### src/rtl/run_length_decoder.sv
// Run-length decoder: buffers valid-only code words in a FIFO and expands
// literals and marker/count pairs into symbols on a valid/ready output.
module run_length_decoder #(
    parameter int unsigned SIZE       = 7,
    parameter int unsigned FIFO_DEPTH = 16
) (
    input  logic            clock,
    input  logic            reset,
    input  logic [SIZE:0]   in_data,
    input  logic            in_valid,
    output logic [SIZE-1:0] out_data,
    output logic            out_valid,
    input  logic            out_ready,
    output logic            overflow,
    output logic            busy
);

    localparam int unsigned W  = SIZE + 1;
    localparam int unsigned AW = $clog2(FIFO_DEPTH);
    localparam int unsigned CW = AW + 1;

    typedef enum logic [1:0] {
        FETCH = 2'd0,
        CNT   = 2'd1,
        RUN   = 2'd2
    } state_t;

    state_t          state, state_n;
    logic [W-1:0]    mem [FIFO_DEPTH];
    logic [AW-1:0]   wr_ptr, rd_ptr;
    logic [CW-1:0]   count, count_n;
    logic [SIZE-1:0] sym, sym_n;
    logic [W-1:0]    rem, rem_n;
    logic [W-1:0]    head;
    logic [SIZE-1:0] load_data;
    logic            full, empty, pop, wr_en, drop, load, load_ok, beat, valid_n;

    assign head    = mem[rd_ptr];
    assign full    = (count == CW'(FIFO_DEPTH));
    assign empty   = (count == '0);
    assign beat    = out_valid & out_ready;
    assign load_ok = ~out_valid | out_ready;

    // Decode FSM plus FIFO bookkeeping; a write is only poppable the cycle after it lands.
    always_comb begin
        state_n   = state;
        pop       = 1'b0;
        load      = 1'b0;
        load_data = sym;
        sym_n     = sym;
        rem_n     = rem;
        unique case (state)
            FETCH: begin
                if (load_ok && !empty) begin
                    pop = 1'b1;
                    if (head[SIZE]) begin
                        sym_n   = head[SIZE-1:0];
                        state_n = CNT;
                    end else if (head[SIZE-1:0] != '0) begin
                        load      = 1'b1;
                        load_data = head[SIZE-1:0];
                    end
                end
            end
            CNT: begin
                if (load_ok && !empty) begin
                    pop     = 1'b1;
                    load    = 1'b1;
                    rem_n   = head;
                    state_n = (head == '0) ? FETCH : RUN;
                end
            end
            RUN: begin
                if (beat) begin
                    load  = 1'b1;
                    rem_n = rem - W'(1);
                    if (rem == W'(1)) state_n = FETCH;
                end
            end
            default: state_n = FETCH;
        endcase

        wr_en   = in_valid & (~full | pop);
        drop    = in_valid & full & ~pop;
        count_n = count + CW'(wr_en) - CW'(pop);
        valid_n = load | (out_valid & ~out_ready);
    end

    always_ff @(posedge clock) begin
        if (reset) state <= FETCH;
        else       state <= state_n;
    end

    // Storage needs no reset: occupancy alone decides what is readable.
    always_ff @(posedge clock) begin
        if (wr_en) mem[wr_ptr] <= in_data;
    end

    always_ff @(posedge clock) begin
        if (reset) begin
            wr_ptr    <= '0;
            rd_ptr    <= '0;
            count     <= '0;
            sym       <= '0;
            rem       <= '0;
            out_data  <= '0;
            out_valid <= 1'b0;
            overflow  <= 1'b0;
            busy      <= 1'b0;
        end else begin
            if (wr_en) wr_ptr <= wr_ptr + AW'(1);
            if (pop)   rd_ptr <= rd_ptr + AW'(1);
            if (drop)  overflow <= 1'b1;
            if (load)  out_data <= load_data;
            count     <= count_n;
            sym       <= sym_n;
            rem       <= rem_n;
            out_valid <= valid_n;
            busy      <= (count_n != '0) | (state_n != FETCH) | valid_n;
        end
    end

endmodule

### config.mk
export PLATFORM = sky130hd
export DESIGN_NAME = run_length_decoder
export DESIGN_NICKNAME = d
export VERILOG_FILES = /design/src/rtl/run_length_decoder.sv
export SDC_FILE = /design/constraint.sdc
export NUM_CORES = 1
export LEC_CHECK = 0
export ABC_AREA = 1
export CORE_ASPECT_RATIO = 1.1
export CORE_MARGIN = 4
export CORE_UTILIZATION = 40
export DETAILED_ROUTE_END_ITERATION = 10
export DONT_BUFFER_PORTS = 1
export PLACE_DENSITY_LB_ADDON = 0.12
export REMOVE_ABC_BUFFERS = 1
export SKIP_LAST_GASP = 1
export SLEW_MARGIN = 5
export SYNTH_ARGS = -nofsm -noshare
export SYNTH_HDL_FRONTEND = slang
export SYNTH_SLANG_ARGS = --single-unit
### constraint.sdc
create_clock -name clock -period 2.9 [get_ports clock]
set_clock_uncertainty 0.2 [all_clocks]
set_input_delay 0.58 -clock clock [delete_from_list [all_inputs] [get_ports clock]]
set_output_delay 0.58 -clock clock [all_outputs]
set_load 0.05 [all_outputs]
[Word-level counts from Yosys, hierarchy flattened]
Memory sizes are Yosys's and may differ from the RTL's. A register that Yosys moved wholly into a read port is not among the register bits.
Index checks and enable logic that the tools add are counted.
Storage, ports and cells
  memories: 1
  bits of input ports: 12
  register bits: 40
  output and inout bits: 10
  logic and storage cells: 73
  memory bits (writable): 128
Memories
  mem: words 16, bits a word 8, rd ports 1, clocked after memory_dff 1, wr ports 1, RTL line 29  | logic [W-1:0] mem [FIFO_DEPTH];
Cells by class
  equal/unequal tests: 6
  reduce and logical (&&, ||, !) cells: 12
  multiplexer cells: 25
  $add $sub $neg: 5
  bitwise operators: 14
Operators by type and width (number)
  two-way mux 7 bit: 4
  two-way mux 8 bit: 2
  one-hot mux 8 bit (2 select lines): 1
  two-way mux 2 bit: 6
  adder 4 x 1 -> 4 bit (second input constant): 2
  == test 8 x 1 -> 1 bit (second input constant): 1
  zero test 8 bit: 1
  two-way mux 1 bit: 8
  two-way mux 4 bit: 2
  subtractor 8 x 1 -> 8 bit (second input constant): 1
  nonzero test 7 bit: 1
  one-hot mux 2 bit (3 select lines): 1
  AND reduction 3 bit: 2
  adder 5 x 1 -> 5 bit: 1
  AND 1 bit: 5
  == test 5 bit (second input constant): 1
  zero test 5 bit: 1
  bitwise OR 1 bit: 5
  nonzero test 5 bit: 1
  subtractor 5 x 1 -> 5 bit: 1
  inequality test 2 bit (second input constant): 2
  inverter 1 bit: 4
  nonzero test 2 bit: 2
  one-hot mux 1 bit (3 select lines): 1
  other kinds (6): 6

[Logic depth before layout (Yosys ltp)]
  depth in word-level cells: 12
  depth in mapped cells: 21
  depth with buffers taken out: 21

[Least setup slack after synthesis]
Ideal clock, no wire load.
  path kind: register -> register
  start point: reg count[2]
  end point: reg busy
  cell stages (with the launch flop): 19
  required time: 2.572 ns
  period minus slack after synthesis: 3.062 ns
  library setup time: 0.128 ns
  path buffers: 0
  data arrival time: 2.734 ns
  setup slack: -0.162 ns
  cell sequence: dfxtp_1 > inv_1 > ha_1 > nor3b_1 > nand2_1 > nand2_1 > nor2_1 > nor2_1 > nor2_1 > nand2_1 > nand2_1 > ha_1 > fa_1 > nor3_1 > nand3_1 > nor2_1 > nand3_1 > nor2_1 > nor2_1
On the way
  cells in the longest elaborated chain, start to end: 12
  elaborated cells on any way between the ends: 21
  those cells by class: 2 x add/sub; 1 x eq/ne; 7 x mux; 6 x bitwise; 5 x reduce/logical
Ends and longest elaborated chain
  start: declaration: RTL line 31  | logic [CW-1:0] count, count_n;
  start signal: assignment: RTL line 115  | count <= count_n;
  zero test 5 bit: RTL line 40  | assign empty = (count == '0);
  zero test 1 bit: RTL line 54, 66
  logical AND 1 bit: RTL line 54, 66
  two-way mux 1 bit: RTL line 54, 66
  two-way mux 1 bit
  bitwise OR 1 bit: RTL line 83  | wr_en = in_valid & (~full | pop);
  AND 1 bit: RTL line 83
  adder 5 x 1 -> 5 bit: RTL line 85  | count_n = count + CW'(wr_en) - CW'(pop);
  subtractor 5 x 1 -> 5 bit *: RTL line 85
  named net count_n[1]: RTL line 31
  nonzero test 5 bit *: RTL line 119  | busy <= (count_n != '0) | (state_n != FETCH) | valid_n;
  bitwise OR 1 bit * (2 in a row): RTL line 119
  end signal: assignment: RTL line 119
  end: declaration: RTL line 15  | output logic busy
The timed path passes the listed nets; every way through them passes the cells marked *.
A chain may end at the register's enable or synchronous reset.

[Worst setup path after layout]
  start point: reg count[2]
  end point: reg busy
On the way
  cells in the longest elaborated chain, start to end: 12
  elaborated cells on any way between the ends: 21
  those cells by class: 2 x add/sub; 1 x eq/ne; 7 x mux; 6 x bitwise; 5 x reduce/logical
Ends and longest elaborated chain (RTL line)
  zero test 5 bit: 40
  zero test 1 bit: 54, 66
  logical AND 1 bit: 54, 66
  two-way mux 1 bit: 54, 66
  two-way mux 1 bit
  bitwise OR 1 bit: 83
  AND 1 bit: 83
  adder 5 x 1 -> 5 bit: 85
  subtractor 5 x 1 -> 5 bit: 85
  nonzero test 5 bit: 119
  bitwise OR 1 bit: 119
  bitwise OR 1 bit *: 119
Every way passes the cells marked *; elsewhere a longest branch is shown, timed or not.

==> results.tsv <==
metric	value	unit
outcome	complete, but fails checks	
failed_checks	setup timing	
cts_buffers	17	
fin_crit_sh	1.04	
routedWlPerCell	15.9	um
holdWs	0.0202	ns
dieWidth	140	um
cap_violations	0	
placedInstanceArea	8070	um2
min_period	3.01	ns
antenna_found_initial	0	
synth_compound_area_frac	0.0709	
hpwlAfterDp	11400	um
postLayoutCoreUtil	0.468	
cts.sinks	172	
drt_iter0_drc	306	
ys_seq_area_frac	0.617	
antenna_cells	0	
first_pass_iters	4	
hold_viol	0	
drive_above_1_share	0.142	
synth_warnings	0	
synth_xor_area_frac	0.00572	
grt_max_degree	53	
layout.cells.non_filler	1066	
cts_root_buffer	clkbuf_16	
synthArstFlopShare	0	
synth-seq-cells	172	
grt_pass1_vias	5012	
clk_path_buf_depth	2	
totalPowerFinal	8.39	mW
grt-ovfl-total	0	
num-nets-final	836	
cts_tree	built	
p_leak	3.49	nW
worstPathRequired	3.02	ns
worstPathMaxFanout	5	
floorplan.initialDensity	0.412	
slew_viol_final	0	
ir_drop	0.000509	V
die_y	153	um
worstPathCellList	inv_2 > ha_1 > nor3b_4 > nand2_1 > nand2_2 > nor2_4 > nor2_2 > nor2_1 > nand2_1 > nand2_2 > ha_4 > fa_2 > a21oi_2 > nor2_1 > nor2_1 > xor2_1 > nand3_1 > nor2_1 > nand3_1 > nor2_1 > nor2_1	
avgSynthCellArea	9.90	um2
end_kind	flop	
synth-adder-area-share	0.0222	
place_congestion	0.792	
drc_errors	0	
hold_class	primary input to flop	
dp_worst_setup_slack	-0.373	ns
grt_pass1_wl	27200	um
fin_area	8710	um2
placed_cells	1029	
finalSetupTns	-0.108	ns
timing_worst_slew_pin_value	0.796	ns
critPathArrivalTime	3.13	ns
synth_cells	774	
slowest_delay	0.34	ns
insertion_delay	0.42	ns
slowest_stage	fa_2	
setup_viol	1	
ios	22	
synth_edf_count	128	
grt_use_total	0.163	
timing.fmax	332	MHz
cts.reportedPaths.clkPinSlew	0.06	ns
viasPerCell	4.91	
io_buffers	0	
ys_types	38	
setup_ws	-0.108	ns
muxShareOfSynthArea	0	
core	18600	um2
relSlewSlack	0.469	
wl	17000	um
synth-main-ff-cell	edfxtp_1	
cts_max_level	4	
synth_top_family_by_area	simple AND/OR/NAND/NOR gates	
area_growth	13.7	%
postRouteAntennaNets	0	
rsz0062_at_grt	true	
dieArea	21400	um2
synthSimpleGateAreaFrac	0.211	
path_class	flop to flop	
path_common_cell	nor2_1	
p_per_area	964	nW/um2
final_common_cell	nand2_1	
synth_area	7660	um2
final_cell_mix	nand2_1, edfxtp_1, nor2_1, inv_1, nand3_1	
num_rows	52	
vias	5235	
startpoint_type	flop	
flip-flops by register name (all words and copies together), names as in the netlist, named ones only:
register	count
state	2
busy	1
wr_ptr	4
count	5
out_data	7
overflow	1
out_valid	1
rd_ptr	4
rem	8
sym	7
mem	128
where the power goes:
| group | switching [mW] | internal [mW] |
|---|---|---|
| clock | 0.931 | 1.18 |
| combinational | 2.01 | 1.13 |
| sequential | 0.259 | 2.87 |
kinds of logic (layout without fill, tap and decap cells):
logic type	after synthesis	after routing
simple gates	375	375
flops	172	172
buf+inv	114	163
compound gates	95	95
fa+ha+maj	13	13
xor+xnor	5	5
worst paths after layout:
kind / from / endpoint / slack (ns) / cells past startpoint
setup / recovery: count[2] / busy / -0.11 / 21
hold / removal: reset / state[1] / 0.02 / 1
setup reg to reg: count[2] / busy / -0.11 / 21
hold reg to reg: sym[2] / sym[2] / 0.25 / 2
layout make-up:
| cell class | count | area (um2) |
|---|---|---|
| Multi-Input combinational cell | 488 | 2420 |
| Fill cell | 1759 | 9900 |
| Timing Repair Buffer | 49 | 395 |
| Clock inverter | 12 | 114 |
| Clock buffer | 19 | 433 |
| Sequential cell | 172 | 4730 |
| Inverter | 83 | 314 |
| Tap cell | 243 | 304 |
synth_stat cells (4+ instances only):
master	instances	share of area
nand3_2	4	0.0052
edfxtp_1	128	0.50
dfxtp_1	44	0.11
inv_1	77	0.038
buf_2	12	0.0078
o211ai_1	7	0.0069
xor2_1	4	0.0046
nor2_1	95	0.047
ha_1	12	0.020
a21oi_1	27	0.018
nor2_4	4	0.0059
nand2_2	8	0.0065
o21ai_1	15	0.0098
a31oi_1	4	0.0033
nand2_1	182	0.089
nand3_1	69	0.045
buf_6	10	0.015
o21ai_0	35	0.023
clkbuf_1	4	0.0020
metal layers:
metal  wire length [um]  GRT usage  up-vias
met3                821     0.0400       18
met2               8480      0.273       97
met1               7500      0.213     2462
met4                192     0.0434        0
li1                   -          -     2658
met5                  0          0        -
worst max-delay path: cells and delay by family (launching register included):
kind / cells / cell delay, ns
DFF: 1 / 0.32
buffers and inverters: 1 / 0.05
and+or+nand+nor: 15 / 1.36
AOI/OAI and AO/OA: 1 / 0.12
xor gates and xnor gates: 1 / 0.20
adders and majority gates: 3 / 0.66
what timing repair did:
item | CTS | global route
setup endpoints to repair | 2 | 2
hold buffers | 0 | 1
setup buffers | 4 | 1
resized for setup | 11 | 3
endpoints found under the hold margin | 0 | 1
pin swaps | 5 | 8
Note: power is estimated with default switching activity, not from simulation.
